$ cat src/rtl/barrier_ctrl_pkg.sv
// Shared definitions for the barrier controller: FSM state encoding and
// the supported range of participating processes.
package barrier_pkg;

  localparam int NPROC_MIN = 2;
  localparam int NPROC_MAX = 8;

  typedef logic [1:0] bstate_t;

  localparam bstate_t B_IDLE    = 2'd0;
  localparam bstate_t B_GATHER  = 2'd1;
  localparam bstate_t B_RELEASE = 2'd2;
  localparam bstate_t B_DRAIN   = 2'd3;

endpackage

$ cat src/rtl/barrier_ctrl_rr_arbiter.sv
// Round-robin picker: grants the first requester at or after ptr_i,
// wrapping to index 0 when nothing at or above the pointer is requesting.
module rr_arbiter #(
  parameter int N  = 4,
  parameter int PW = (N > 1) ? $clog2(N) : 1
) (
  input  logic [N-1:0]  req_i,
  input  logic [PW-1:0] ptr_i,
  output logic [N-1:0]  gnt_o,
  output logic          valid_o
);

  logic [31:0] ptr_ext;
  assign ptr_ext = 32'(ptr_i);

  always_comb begin
    gnt_o   = '0;
    valid_o = 1'b0;
    for (int i = 0; i < N; i++) begin
      if (!valid_o && req_i[i] && (32'(i) >= ptr_ext)) begin
        gnt_o[i] = 1'b1;
        valid_o  = 1'b1;
      end
    end
    for (int i = 0; i < N; i++) begin
      if (!valid_o && req_i[i] && (32'(i) < ptr_ext)) begin
        gnt_o[i] = 1'b1;
        valid_o  = 1'b1;
      end
    end
  end

endmodule

$ cat src/rtl/barrier_ctrl.sv
// Barrier controller: registers one arriving process per cycle (round-robin),
// releases all of them together once every process has arrived.
//   state     | meaning
//   B_IDLE    | no episode open, waiting for any arrival
//   B_GATHER  | registering arrivals, one grant per unpaused cycle
//   B_RELEASE | one-cycle release pulse to all registered processes
//   B_DRAIN   | waiting for every arrive line to drop before re-arming
module barrier_ctrl
  import barrier_pkg::*;
#(
  parameter int NPROC = 4,
  parameter int CW    = $clog2(NPROC + 1)
) (
  input  logic             clock,
  input  logic             rst_n,
  input  logic [NPROC-1:0] arrive_i,
  input  logic             pause_i,
  output logic [NPROC-1:0] grant_o,
  output logic [NPROC-1:0] release_o,
  output logic [CW-1:0]    count_o,
  output logic             sense_o,
  output logic             busy_o,
  output logic             protocol_err_o
);

  localparam int PW = $clog2(NPROC);

  bstate_t          state_q, state_d;
  logic [NPROC-1:0] mask_q, mask_d;
  logic [CW-1:0]    count_q, count_d;
  logic [PW-1:0]    ptr_q, ptr_d;
  logic             sense_q, sense_d;
  logic             err_q, err_d;

  logic [NPROC-1:0] arb_gnt;
  logic             arb_valid;
  logic             gnt_en;
  logic             fire;
  logic [PW-1:0]    ptr_nxt;

  rr_arbiter #(.N(NPROC), .PW(PW)) u_arb (
    .req_i   (arrive_i & ~mask_q),
    .ptr_i   (ptr_q),
    .gnt_o   (arb_gnt),
    .valid_o (arb_valid)
  );

  assign gnt_en    = (state_q == B_GATHER) && !pause_i;
  assign fire      = gnt_en && arb_valid;
  assign grant_o   = gnt_en ? arb_gnt : '0;
  assign release_o = (state_q == B_RELEASE) ? mask_q : '0;
  assign count_o   = count_q;
  assign sense_o   = sense_q;
  assign busy_o    = (state_q != B_IDLE);
  assign protocol_err_o = err_q;

  always_comb begin
    ptr_nxt = ptr_q;
    for (int i = 0; i < NPROC; i++) begin
      if (arb_gnt[i]) ptr_nxt = (i == NPROC - 1) ? '0 : PW'(i + 1);
    end
  end

  always_comb begin
    state_d = state_q;
    mask_d  = mask_q;
    count_d = count_q;
    ptr_d   = ptr_q;
    sense_d = sense_q;
    err_d   = err_q;
    case (state_q)
      B_IDLE: begin
        if (|arrive_i) state_d = B_GATHER;
      end
      B_GATHER: begin
        // registration stays sticky even if the requester drops early
        if (|(mask_q & ~arrive_i)) err_d = 1'b1;
        if (fire) begin
          mask_d  = mask_q | arb_gnt;
          count_d = count_q + CW'(1);
          ptr_d   = ptr_nxt;
          if (count_q == CW'(NPROC - 1)) state_d = B_RELEASE;
        end
      end
      B_RELEASE: begin
        mask_d  = '0;
        count_d = '0;
        sense_d = ~sense_q;
        state_d = B_DRAIN;
      end
      default: begin
        if (arrive_i == '0) state_d = B_IDLE;
      end
    endcase
  end

  always_ff @(posedge clock or negedge rst_n) begin
    if (!rst_n) begin
      state_q <= B_IDLE;
      mask_q  <= '0;
      count_q <= '0;
      ptr_q   <= '0;
      sense_q <= 1'b0;
      err_q   <= 1'b0;
    end else begin
      state_q <= state_d;
      mask_q  <= mask_d;
      count_q <= count_d;
      ptr_q   <= ptr_d;
      sense_q <= sense_d;
      err_q   <= err_d;
    end
  end

endmodule

$ cat config.mk
export PLATFORM = sky130hd
export DESIGN_NAME = barrier_ctrl
export DESIGN_NICKNAME = d
export VERILOG_FILES = /design/src/rtl/barrier_ctrl_pkg.sv /design/src/rtl/barrier_ctrl_rr_arbiter.sv /design/src/rtl/barrier_ctrl.sv
export SDC_FILE = /design/constraint.sdc
export NUM_CORES = 1
export LEC_CHECK = 0
export CORE_ASPECT_RATIO = 0.8
export CORE_MARGIN = 5
export CORE_UTILIZATION = 49
export CTS_CLUSTER_DIAMETER = 100
export DETAILED_ROUTE_END_ITERATION = 12
export MAX_ROUTING_LAYER = met4
export PLACE_DENSITY_LB_ADDON = 0.3
export SYNTH_ARGS = -nofsm -noshare
export SYNTH_HDL_FRONTEND = slang
export SYNTH_SLANG_ARGS = --single-unit
export TNS_END_PERCENT = 20
$ cat constraint.sdc
create_clock -name clock -period 1.8 [get_ports clock]
set_clock_uncertainty 0.2 [all_clocks]
set_input_delay 0.36 -clock clock [delete_from_list [all_inputs] [get_ports clock]]
set_output_delay 0.36 -clock clock [all_outputs]
set_load 0.05 [all_outputs]
==> flow_summary.yaml, run 1 <==
cts:
  cts.root.buffer_cell: "clkbuf_4"
  holdBufCountCts: 0
  cts_buffers: 3
  cts.sink_count: 13
  cts.path.max_buffers: 2
  cts.htree.levels: 1
logic_synthesis:
  yosys_warnings: 0
  syn-cell-area_um2: 955
  synth-seq-cells: 13
  syn-mean-instance-area_um2: 8.60
  synthArstFlopShare: 1.00
  netlist_instances: 111
  synth_cell_type_count: 36
  synth_ff_type: "dfrtp_1"
  synthesis.nets: 124
  synth_edf_count: 0
  ys_seq_area_frac: 0.341
grt:
  grt_max_degree: 14
  antenna_found_initial: 1
floorplan:
  fp.dieH_um: 49.5
  rows: 14
  start_util: 0.509
  fp.dieW_um: 59.4
  io_pins: 21
placement:
  port_buffers: 20
  dpl_cell_area_um2: 1580
  hpwl_um: 2330
  gp_congestion: 0.863
status:
  error: "[ERROR DPL-0033] detailed placement checks failed during check placement."
  stop_stage: "global routing (5_1_grt)"
  status: "aborted with a tool error"
timing:
  crit_endpoint: "grant_o[2]"
  endpoint_type: "output port"
[per-stage QoR]
step                      setup WS, ps  utilization  std cells  hold slack [ps]
after floorplan                   -186            -        111             -136
after CTS                         -329        0.911        191              182
after detailed placement          -532        0.844        182              309
after global placement            -506        0.844        182              303
[Yosys cell counts (2+ instances only)]
library cell  count  area (µm²)
dfrtp_1          13         325
o21ai_0           6        30.0
inv_1            11        41.3
o31ai_1           2        15.0
and2_1            2        12.5
nand2b_4          4        55.1
o21ai_1           3        15.0
a21oi_1          14        70.1
nand2_1          12        45.0
ha_1              6        75.1
nor3_1            5        25.0
nor2_1            6        22.5
nor4_1            2        12.5
nand2b_1          2        12.5
a21o_1            2        15.0
[logic make-up after synthesis]
family          Yosys count  synth area share
fa+ha+maj                 6            0.0786
mux                       1            0.0105
buf+inv                  14            0.0642
compound gates           38             0.256
simple gates             38             0.241
flops                    13             0.341
xor+xnor                  1           0.00918
[repair_timing]
item	in CTS
resized for setup	28
buffers inserted	6
endpoints found under the setup margin	19
pin swaps	11
==> inputs of run 2 (changes only) <==
==> config.mk (replaced) <==
export PLATFORM = sky130hd
export DESIGN_NAME = barrier_ctrl
export DESIGN_NICKNAME = d
export VERILOG_FILES = /design/src/rtl/barrier_ctrl_pkg.sv /design/src/rtl/barrier_ctrl_rr_arbiter.sv /design/src/rtl/barrier_ctrl.sv
export SDC_FILE = /design/constraint.sdc
export NUM_CORES = 1
export LEC_CHECK = 0
export CORE_AREA = 5 5 66 68
export DETAILED_ROUTE_END_ITERATION = 12
export DIE_AREA = 0 0 71 73
export PLACE_DENSITY_LB_ADDON = 0.15
export SYNTH_ARGS = -nofsm -noshare
export SYNTH_HDL_FRONTEND = slang
export SYNTH_SLANG_ARGS = --single-unit
export TNS_END_PERCENT = 20
==> flow_summary.yaml, run 2 <==
status:
  status: "complete, but fails checks"
  violations: "setup timing"
layout:
  nets: 184
  area_delta_synth_final_pct: 86.9
  drive_gt1_frac: 0.488
  num-fill-cells: 373
  top_register: "mask_q"
  largest_register_ffs: 4
  layout_commonest_cell: "buf_4"
  diodes: 0
  finalInstanceArea_um2: 1780
  layout_common_cells: "buf_4 (36), dfrtp_1 (13), buf_12 (13)"
logic_synthesis:
  yosysTopAreaCell: "dfrtp_1"
  synth_most_common_cell: "a21oi_1"
  syn-mean-instance-area_um2: 8.60
  synthesis.nets: 124
  synth_cell_type_count: 36
  ys_seq_area_frac: 0.341
  syn-cell-area_um2: 955
  yosys-top-cells-area: "dfrtp_1 (34%), ha_1 (7.9%), a21oi_1 (7.3%), nand2b_4 (5.8%), nand2_1 (4.7%)"
  synth_edf_count: 0
  yosys_warnings: 0
  netlist_instances: 111
  synth-seq-cells: 13
  synthArstFlopShare: 1.00
  synth_ff_type: "dfrtp_1"
  yosys.area.top_type_share: 0.341
  synthTopCellsByCount: "a21oi_1 (14), dfrtp_1 (13), nand2_1 (12)"
timing:
  grt_setup_unrepaired: "true"
  setup_violations: 6
  finalMaxSlewViolations: 0
  holdWs_ps: 234
  layout_setup_ws_ps: -243
  timing.fmax_mhz: 490
  finalHoldViolations: 0
  setup_tns_ps: -825
  worst_pin_slew_ps: 374
  finalCritPeriodShare: 1.13
  slew_headroom: 0.749
  min_period_ps: 2040
route:
  final_antenna_net_count: 0
  first_pass_iters: 4
  drt_iter0_markers: 33
  wl_per_cell_um: 13.4
  vias: 992
  drc_errors: 0
  via_per_inst: 4.51
  routed_wl_um: 2950
grt:
  grt_pass1_wl_um: 5020
  grt_max_degree: 14
  grt-ovfl-total: 0
  grt.total_usage: 0.122
  antenna_found_initial: 0
  grt_pass1_vias: 1067
floorplan:
  rows: 23
  fp.coreArea_um2: 3800
  start_util: 0.251
  dieArea_um2: 5180
  fp.dieH_um: 73
  fp.dieW_um: 71
  io_pins: 21
placement:
  dpl_cell_area_um2: 1620
  gp_congestion: 0.759
  port_buffers: 20
  hpwl_um: 2290
  pre_cts_slack_ps: -526
setup_path:
  crit_fanout: 5
  worstPathArrival_ps: 1480
  start_kind: "flip-flop"
  cp-end-kind: "primary output"
  timing_worst_setup_path_type: "reg -> out"
  cp_data_required_time_ps: 1240
cts:
  cts.path.max_buffers: 2
  clock_latency_ps: 240
  cts.root.buffer_cell: "clkbuf_8"
  cts_tree: "yes"
  clk_pin_slew_ps: 60
  cts.htree.levels: 1
  cts.sink_count: 13
  cts_buffers: 3
power:
  leakagePower_nw: 0.793
  powerDensity_nw_per_um2: 1490
  power_mw: 2.67
  peakVddDrop_v: 0.000686
worst_hold_path:
  hold_path.class: "in -> async"
job:
  cap_violations: 0
run 2: report_power, final:
part / switching, mW / internal [mW] / total (mW) / leakage [nW]
clock: 0.110 / 0.156 / 0.266 / 0.0228
combinational: 0.958 / 0.935 / 1.89 / 0.604
sequential: 0.108 / 0.398 / 0.506 / 0.166
run 2: repair_timing:
action | 4_1_cts | 5_1_grt
pin swaps | 7 | 4
hold buffers | 0 | 0
endpoints found under the hold margin | 0 | 0
endpoints found under the setup margin | 20 | 14
gates resized for setup | 24 | 6
setup buffers | 4 | 1
run 2: cell type report:
| type | instances | area (µm²) | share of cell area |
|---|---|---|---|
| well taps | 50 | 62.6 | 0.0351 |
| inverters | 11 | 43.8 | 0.0245 |
| clock buffers | 4 | 45.0 | 0.0252 |
| multi-input cells | 84 | 689 | 0.386 |
| flip-flops and latches | 13 | 325 | 0.182 |
| repair buffers | 58 | 618 | 0.346 |
run 2: kinds of logic after synthesis:
group           count (synthesis)  share of synthesized area
compound gates                 38                      0.256
xor+xnor                        1                    0.00918
fa+ha+maj                       6                     0.0786
buf+inv                        14                     0.0642
flops                          13                      0.341
mux                             1                     0.0105
simple gates                   38                      0.241
run 2: metrics by stage:
stage / utilization / cells
global route: 0.470 / 220
finish: 0.470 / 220
detailed placement: 0.428 / 211
global placement: 0.428 / 211
CTS: 0.465 / 219
floorplan: - / 111
run 2: path summary, 6_finish.rpt:
kind                                     start             end  slack, ps  cells after the start
worst min register to register  protocol_err_o  protocol_err_o        320                      1
worst min-delay path                     rst_n      state_q[0]        230                      2
worst max-delay path                 mask_q[2]      grant_o[2]       -240                      4
max in group asynchronous                rst_n       mask_q[0]        990                      2
min in group clock              protocol_err_o  protocol_err_o        320                      1
worst max register to register        ptr_q[1]       mask_q[3]         30                      6
run 2: worst max-delay path: stages, from the launching register on:
cell and delay (ps):
dfrtp_1 390, nand2b_4 160, o32a_1 370, nor2_2 160, buf_12 150
run 2: layer usage:
layer / up-vias / wire (µm) / GRT usage
li1: 509 / - / -
met5: - / 0 / 0
met4: 0 / 19 / 0.0313
met2: 14 / 1530 / 0.214
met1: 465 / 1330 / 0.155
met3: 4 / 70 / 0.0207
Power figures use the tool's default switching activity.
